`config.mk`:
```
export PLATFORM = sky130hd
export DESIGN_NAME = cla_iter_add_ctrl_flat
export DESIGN_NICKNAME = d
export VERILOG_FILES = /design/src/rtl/cla_iter_add_if.sv /design/src/rtl/cla_iter_add_ctrl.sv /design/src/flat_wrapper.sv
export SDC_FILE = /design/constraint.sdc
export NUM_CORES = 1
export LEC_CHECK = 0
export ABC_AREA = 1
export BUFFER_PORTS_ARGS = -buffer_cell sky130_fd_sc_hd__buf_4
export CAP_MARGIN = 20
export CORE_MARGIN = 3
export CORE_UTILIZATION = 30
export CTS_CLUSTER_DIAMETER = 120
export DETAILED_ROUTE_END_ITERATION = 7
export PLACE_DENSITY_LB_ADDON = 0.2
export SYNTH_ARGS = -nofsm -noshare
export SYNTH_HDL_FRONTEND = slang
export SYNTH_SLANG_ARGS = --single-unit
```
`constraint.sdc`:
```
create_clock -name clk -period 5.5 [get_ports clk]
set_clock_uncertainty 0.15 [all_clocks]
set_input_delay 1.1 -clock clk [delete_from_list [all_inputs] [get_ports clk]]
set_output_delay 1.1 -clock clk [all_outputs]
set_load 0.005 [all_outputs]
```
`src/rtl/cla_iter_add_if.sv`:
```
// Handshake bundle for the iterative CLA adder: operand request in, result response out.
interface cla_iter_add_if #(parameter int WIDTH = 32);
  logic             in_valid;
  logic             in_ready;
  logic [WIDTH-1:0] a;
  logic [WIDTH-1:0] b;
  logic             cin;
  logic             sub;
  logic             out_valid;
  logic             out_ready;
  logic [WIDTH-1:0] sum;
  logic             cout;
  logic             ovf;
  logic             busy;

  modport master (
    output in_valid, a, b, cin, sub, out_ready,
    input  in_ready, out_valid, sum, cout, ovf, busy
  );

  modport slave (
    input  in_valid, a, b, cin, sub, out_ready,
    output in_ready, out_valid, sum, cout, ovf, busy
  );
endinterface

```
`src/rtl/cla_iter_add_ctrl.sv`:
```
// Sequenced add/sub: one CHUNK-wide carry-lookahead slice reused NCHUNK times,
// with the inter-chunk carry held in a register.

module cla_slice #(
  parameter int W = 4
) (
  input  logic [W-1:0] x,
  input  logic [W-1:0] y,
  input  logic         ci,
  output logic [W-1:0] s,
  output logic         co
);
  logic [W-1:0] p, g;
  logic [W:0]   c;

  assign p = x ^ y;
  assign g = x & y;

  // Flattened lookahead: c[i+1] = g[i] | p[i]g[i-1] | ... | p[i..0]ci
  always_comb begin : la
    logic acc, prop;
    c    = '0;
    c[0] = ci;
    for (int i = 0; i < W; i++) begin
      acc  = 1'b0;
      prop = 1'b1;
      for (int j = i; j >= 0; j--) begin
        acc  = acc | (prop & g[j]);
        prop = prop & p[j];
      end
      c[i+1] = acc | (prop & ci);
    end
  end

  assign s  = p ^ c[W-1:0];
  assign co = c[W];
endmodule

module cla_iter_add_ctrl #(
  parameter int WIDTH = 32,
  parameter int CHUNK = 4
) (
  input  logic        clk,
  input  logic        rst,
  cla_iter_add_if.slave io
);
  localparam int NCHUNK = WIDTH / CHUNK;
  localparam int CW     = (NCHUNK > 1) ? $clog2(NCHUNK) : 1;

  generate
    if (WIDTH % CHUNK != 0) begin : g_bad_chunk
      $error("cla_iter_add_ctrl: CHUNK must divide WIDTH");
    end
  endgenerate

  typedef enum logic [1:0] {IDLE, BUSY, DONE} state_t;

  state_t state_q, state_d;

  logic [NCHUNK-1:0][CHUNK-1:0] a_r, b_r, work, work_nxt;
  logic [CW-1:0]                cnt;
  logic                         carry;
  logic                         a_msb, b_msb;
  logic [WIDTH-1:0]             sum_r;
  logic                         cout_r, ovf_r;

  logic [CHUNK-1:0] slice_s;
  logic             slice_co;
  logic             last;

  assign last = (cnt == CW'(NCHUNK - 1));

  cla_slice #(.W(CHUNK)) u_slice (
    .x  (a_r[cnt]),
    .y  (b_r[cnt]),
    .ci (carry),
    .s  (slice_s),
    .co (slice_co)
  );

  always_comb begin
    work_nxt      = work;
    work_nxt[cnt] = slice_s;
  end

  always_ff @(posedge clk or posedge rst) begin
    if (rst) state_q <= IDLE;
    else     state_q <= state_d;
  end

  always_comb begin
    state_d = state_q;
    case (state_q)
      IDLE:    if (io.in_valid)  state_d = BUSY;
      BUSY:    if (last)         state_d = DONE;
      DONE:    if (io.out_ready) state_d = IDLE;
      default:                   state_d = IDLE;
    endcase
  end

  always_ff @(posedge clk or posedge rst) begin
    if (rst) begin
      a_r    <= '0;
      b_r    <= '0;
      work   <= '0;
      cnt    <= '0;
      carry  <= 1'b0;
      a_msb  <= 1'b0;
      b_msb  <= 1'b0;
      sum_r  <= '0;
      cout_r <= 1'b0;
      ovf_r  <= 1'b0;
    end else begin
      case (state_q)
        IDLE: if (io.in_valid) begin
          // Subtraction becomes a + ~b + ~borrow on the same adder
          a_r   <= io.a;
          b_r   <= io.sub ? ~io.b : io.b;
          carry <= io.cin ^ io.sub;
          cnt   <= '0;
          work  <= '0;
          a_msb <= io.a[WIDTH-1];
          b_msb <= io.b[WIDTH-1] ^ io.sub;
        end
        BUSY: begin
          work  <= work_nxt;
          carry <= slice_co;
          cnt   <= cnt + CW'(1);
          if (last) begin
            sum_r  <= work_nxt;
            cout_r <= slice_co;
            // carry into the MSB recovered from its sum bit, xor carry out
            ovf_r  <= a_msb ^ b_msb ^ work_nxt[NCHUNK-1][CHUNK-1] ^ slice_co;
          end
        end
        default: ;
      endcase
    end
  end

  assign io.in_ready  = (state_q == IDLE);
  assign io.busy      = (state_q == BUSY);
  assign io.out_valid = (state_q == DONE);
  assign io.sum       = sum_r;
  assign io.cout      = cout_r;
  assign io.ovf       = ovf_r;
endmodule

```
`src/flat_wrapper.sv`:
```
// flat-port wrapper written by rule: the top's interface ports become plain ports
module cla_iter_add_ctrl_flat 
#(
  parameter int WIDTH = 32,
  parameter int CHUNK = 4
)
  (clk, rst, io_in_valid, io_a, io_b, io_cin, io_sub, io_out_ready, io_in_ready, io_out_valid, io_sum, io_cout, io_ovf, io_busy);
  cla_iter_add_if #(.WIDTH(WIDTH)) io_i ();
  input  logic clk;
  input  logic rst;
  input wire logic [$bits(io_i.in_valid)-1:0] io_in_valid;
  input wire logic [$bits(io_i.a)-1:0] io_a;
  input wire logic [$bits(io_i.b)-1:0] io_b;
  input wire logic [$bits(io_i.cin)-1:0] io_cin;
  input wire logic [$bits(io_i.sub)-1:0] io_sub;
  input wire logic [$bits(io_i.out_ready)-1:0] io_out_ready;
  output wire logic [$bits(io_i.in_ready)-1:0] io_in_ready;
  output wire logic [$bits(io_i.out_valid)-1:0] io_out_valid;
  output wire logic [$bits(io_i.sum)-1:0] io_sum;
  output wire logic [$bits(io_i.cout)-1:0] io_cout;
  output wire logic [$bits(io_i.ovf)-1:0] io_ovf;
  output wire logic [$bits(io_i.busy)-1:0] io_busy;
  assign io_i.in_valid = io_in_valid;
  assign io_i.a = io_a;
  assign io_i.b = io_b;
  assign io_i.cin = io_cin;
  assign io_i.sub = io_sub;
  assign io_i.out_ready = io_out_ready;
  assign io_in_ready = io_i.in_ready;
  assign io_out_valid = io_i.out_valid;
  assign io_sum = io_i.sum;
  assign io_cout = io_i.cout;
  assign io_ovf = io_i.ovf;
  assign io_busy = io_i.busy;
  cla_iter_add_ctrl #(.WIDTH(WIDTH), .CHUNK(CHUNK)) u_core (.clk(clk), .rst(rst), .io(io_i));
endmodule
```
==> out/summary.txt <==
Synth area leader - dfrtp_1
1st-pass router iterations - 5
Area contributors post-synth - dfrtp_1 54%, nand2_1 15%, o21ai_0 6.3%
Tot GR Track Use - 15.4%
GP Congestion - 0.802
Residual DRC - 0
Initial core utilization - 30.9%
Max-cap violations - 0
Cell Rows - 52
Pwr Density - 643 mW/mm2
Hold buffers post-CTS - 0
Htree depth - 4
Grt total ovfl - 0
Die X - 151 um
Final-report hold violation count - 0
Fillers - 2154
N_diodes - 0
Num CTS Buffers - 17
Worst Setup End Kind - register
Fraction of registers with async set/reset - 100%
Iteration-0 DRC Markers - 380
Global-route wire length before repair - 26.7 mm
Top-count cell post-synth - nand2_1
CP Capture Point - u_core.work[21]$_DFFE_PP0P_
Startpoint Class - register
Run status - completed
CP Max Fanout - 11
Pleak - 3.90 nW
Sequential share of the synthesized area - 53.8%
YS warnings - 0
WL/cell - 15.3 um
RSZ-0062 raised after global routing - false
Setup Buffers After CTS - 0
Die height - 151 um
CP max stage cell - xnor2_1
Max-slew violations - 0
Core ar. - 0.0205 mm2
Tot Pwr - 5.10 mW
CP arrival - 3780 ps
Worst Path Required - 5630 ps
Worst reg2reg path depth - 12
VDD IR max - 352 uV
Critical-path cell list - inv_2 -> nand3_1 -> inv_1 -> nand2_1 -> o21ai_0 -> nor2_1 -> o2111ai_1 -> fa_1 -> xnor2_1 -> nand2_1 -> o21ai_1 -> o21ai_0
Final ANT Viol Nets - 0
Mapped cell area - 0.00632 mm2
CTS tree - yes
Die area - 0.0229 mm2
Minimum clock period - 3650 ps
Final setup fails - 0
Worst skew pair latency - 420 ps
Max-slew headroom - 34.7%
Antenna violations before repair - 0
Reg-to-reg startpoint - u_core.cnt[1]$_DFFE_PP0P_
CP peak stage delay - 710 ps
Vias/cell - 4.55
Synthesized instance count - 740
DP Wirelength - 12.0 mm
Num Clock Sinks - 136
Clock Path Buffers - 2
Worst r2r dst - u_core.work[21]$_DFFE_PP0P_
Most instantiated cells after synthesis - 260 x nand2_1, 136 x dfrtp_1, 80 x o21ai_0, 51 x inv_1, 48 x o21ai_1
IO Port Bufs - 106
Vias in the first global route - 4868
Synth Register Bits - 136
Vias - 5094
Largest net degree at the start of global routing - 80
Nets - 914
Post-synth top flop - dfrtp_1
Setup TNS - 0 ps
Post-CTS Resized - 0
Share of cells above drive strength 1 - 19.3%
Flop2flop setup slack - 1850 ps
Fmax - 274 MHz
Final Cycle Share - 66.4%
Ports - 107
Clk pin slew, worst setup/hold paths - 60 ps
Critical path type - register to register
Number of synthesized flops with an enable pin - 0
Syn_nets - 817
CTS root buffer - clkbuf_16
Synth top area share - 53.8%
Actual slew at the worst max-slew pin - 979 ps
Critical Path Source - u_core.cnt[1]$_DFFE_PP0P_
Synth-to-Final Area Change - 25.5%
Synth cell types - 27
DRT Wirelength - 17.1 mm
Syn avg cell area - 8.55 um2
Hold Crit Class - register to register
-- area by class of cell --
| cell class | count | area [um2] | area share (%) |
|---|---|---|---|
| clock buffers | 23 | 488 | 6.15 |
| clock inverters | 8 | 95.1 | 1.20 |
| inverters | 65 | 246 | 3.10 |
| multi-input cells | 508 | 2540 | 32.0 |
| flip-flops and latches | 136 | 3400 | 42.9 |
| well taps | 270 | 338 | 4.26 |
| repair buffers | 109 | 831 | 10.5 |
-- metal layers --
metal	GRT usage [%]	vias up	routed length, um
met4	4.22	0	127
met2	22.4	128	7580
met5	0	-	0
met3	3.59	10	850
li1	-	2600	-
met1	22.9	2356	8540
-- per-stage QoR --
stage / hold WS [ps] / area (um2) / utilization (%) / worst slack [ps] / std cells
2_1_floorplan: 292 / 6320 / - / 611 / 740
3_3_place_gp: 308 / 7360 / 35.9 / 1950 / 1088
3_5_place_dp: 313 / 7360 / 35.9 / 1860 / 1088
4_1_cts: 325 / 7940 / 38.7 / 1850 / 1119
5_1_grt: 333 / 7940 / 38.7 / 1530 / 1119
6_report: 323 / 7940 / 38.7 / 1850 / 1119
-- how the worst min path moves through the flow --
stage                              start  cells past startpoint                   endpoint
6_report       u_core.a_r[1]$_DFFE_PP0P_                      2  u_core.a_r[1]$_DFFE_PP0P_
5_1_grt        u_core.a_r[2]$_DFFE_PP0P_                      2  u_core.a_r[2]$_DFFE_PP0P_
4_1_cts        u_core.a_r[2]$_DFFE_PP0P_                      2  u_core.a_r[2]$_DFFE_PP0P_
3_5_place_dp   u_core.a_r[2]$_DFFE_PP0P_                      2  u_core.a_r[2]$_DFFE_PP0P_
3_3_place_gp   u_core.a_r[2]$_DFFE_PP0P_                      2  u_core.a_r[2]$_DFFE_PP0P_
2_1_floorplan  u_core.a_r[3]$_DFFE_PP0P_                      2  u_core.a_r[3]$_DFFE_PP0P_
-- power breakdown --
part           internal [mW]  total, mW  switching, mW
sequential              1.46       1.71          0.250
combinational          0.781       2.27           1.49
clock                  0.709       1.12          0.413
total                   2.95       5.10           2.15
-- cell usage in the layout, fill, tap and decap left out, drive strengths merged, types with 20 or more instances in the layout --
master    n
xor2     20
nand3    25
buf     109
dfrtp   136
inv      65
o21ai   128
clkbuf   23
nand2   260
-- critical path: cells and delay by family (launching register included) --
family | cells | cell delay [ps]
simple gates | 4 | 740
xor+xnor | 1 | 710
fa+ha+maj | 1 | 490
compound gates | 4 | 580
flops | 1 | 500
buf+inv | 2 | 350
-- sequential cells by signal, summed over array words and instances (netlist names) --
signal	cells
u_core.a_r	32
u_core.b_r	32
u_core.io.sum	32
u_core.work	32
u_core.cnt	3
u_core.state_q	2
u_core.carry	1
u_core.io.cout	1
u_core.io.ovf	1
-- cells by family (layout without fill, tap and decap cells) --
kind of cell               count (synthesis)  in the layout  synth area share (%)
and+or+nand+nor                          304            304                  19.7
AOI/OAI and AO/OA                        161            161                  13.8
DFF                                      136            136                  53.8
buffers and inverters                     96            205                  6.17
xor gates and xnor gates                  36             36                  4.99
adders and majority gates                  7              7                  1.50
(Power assumes the default switching activity.)
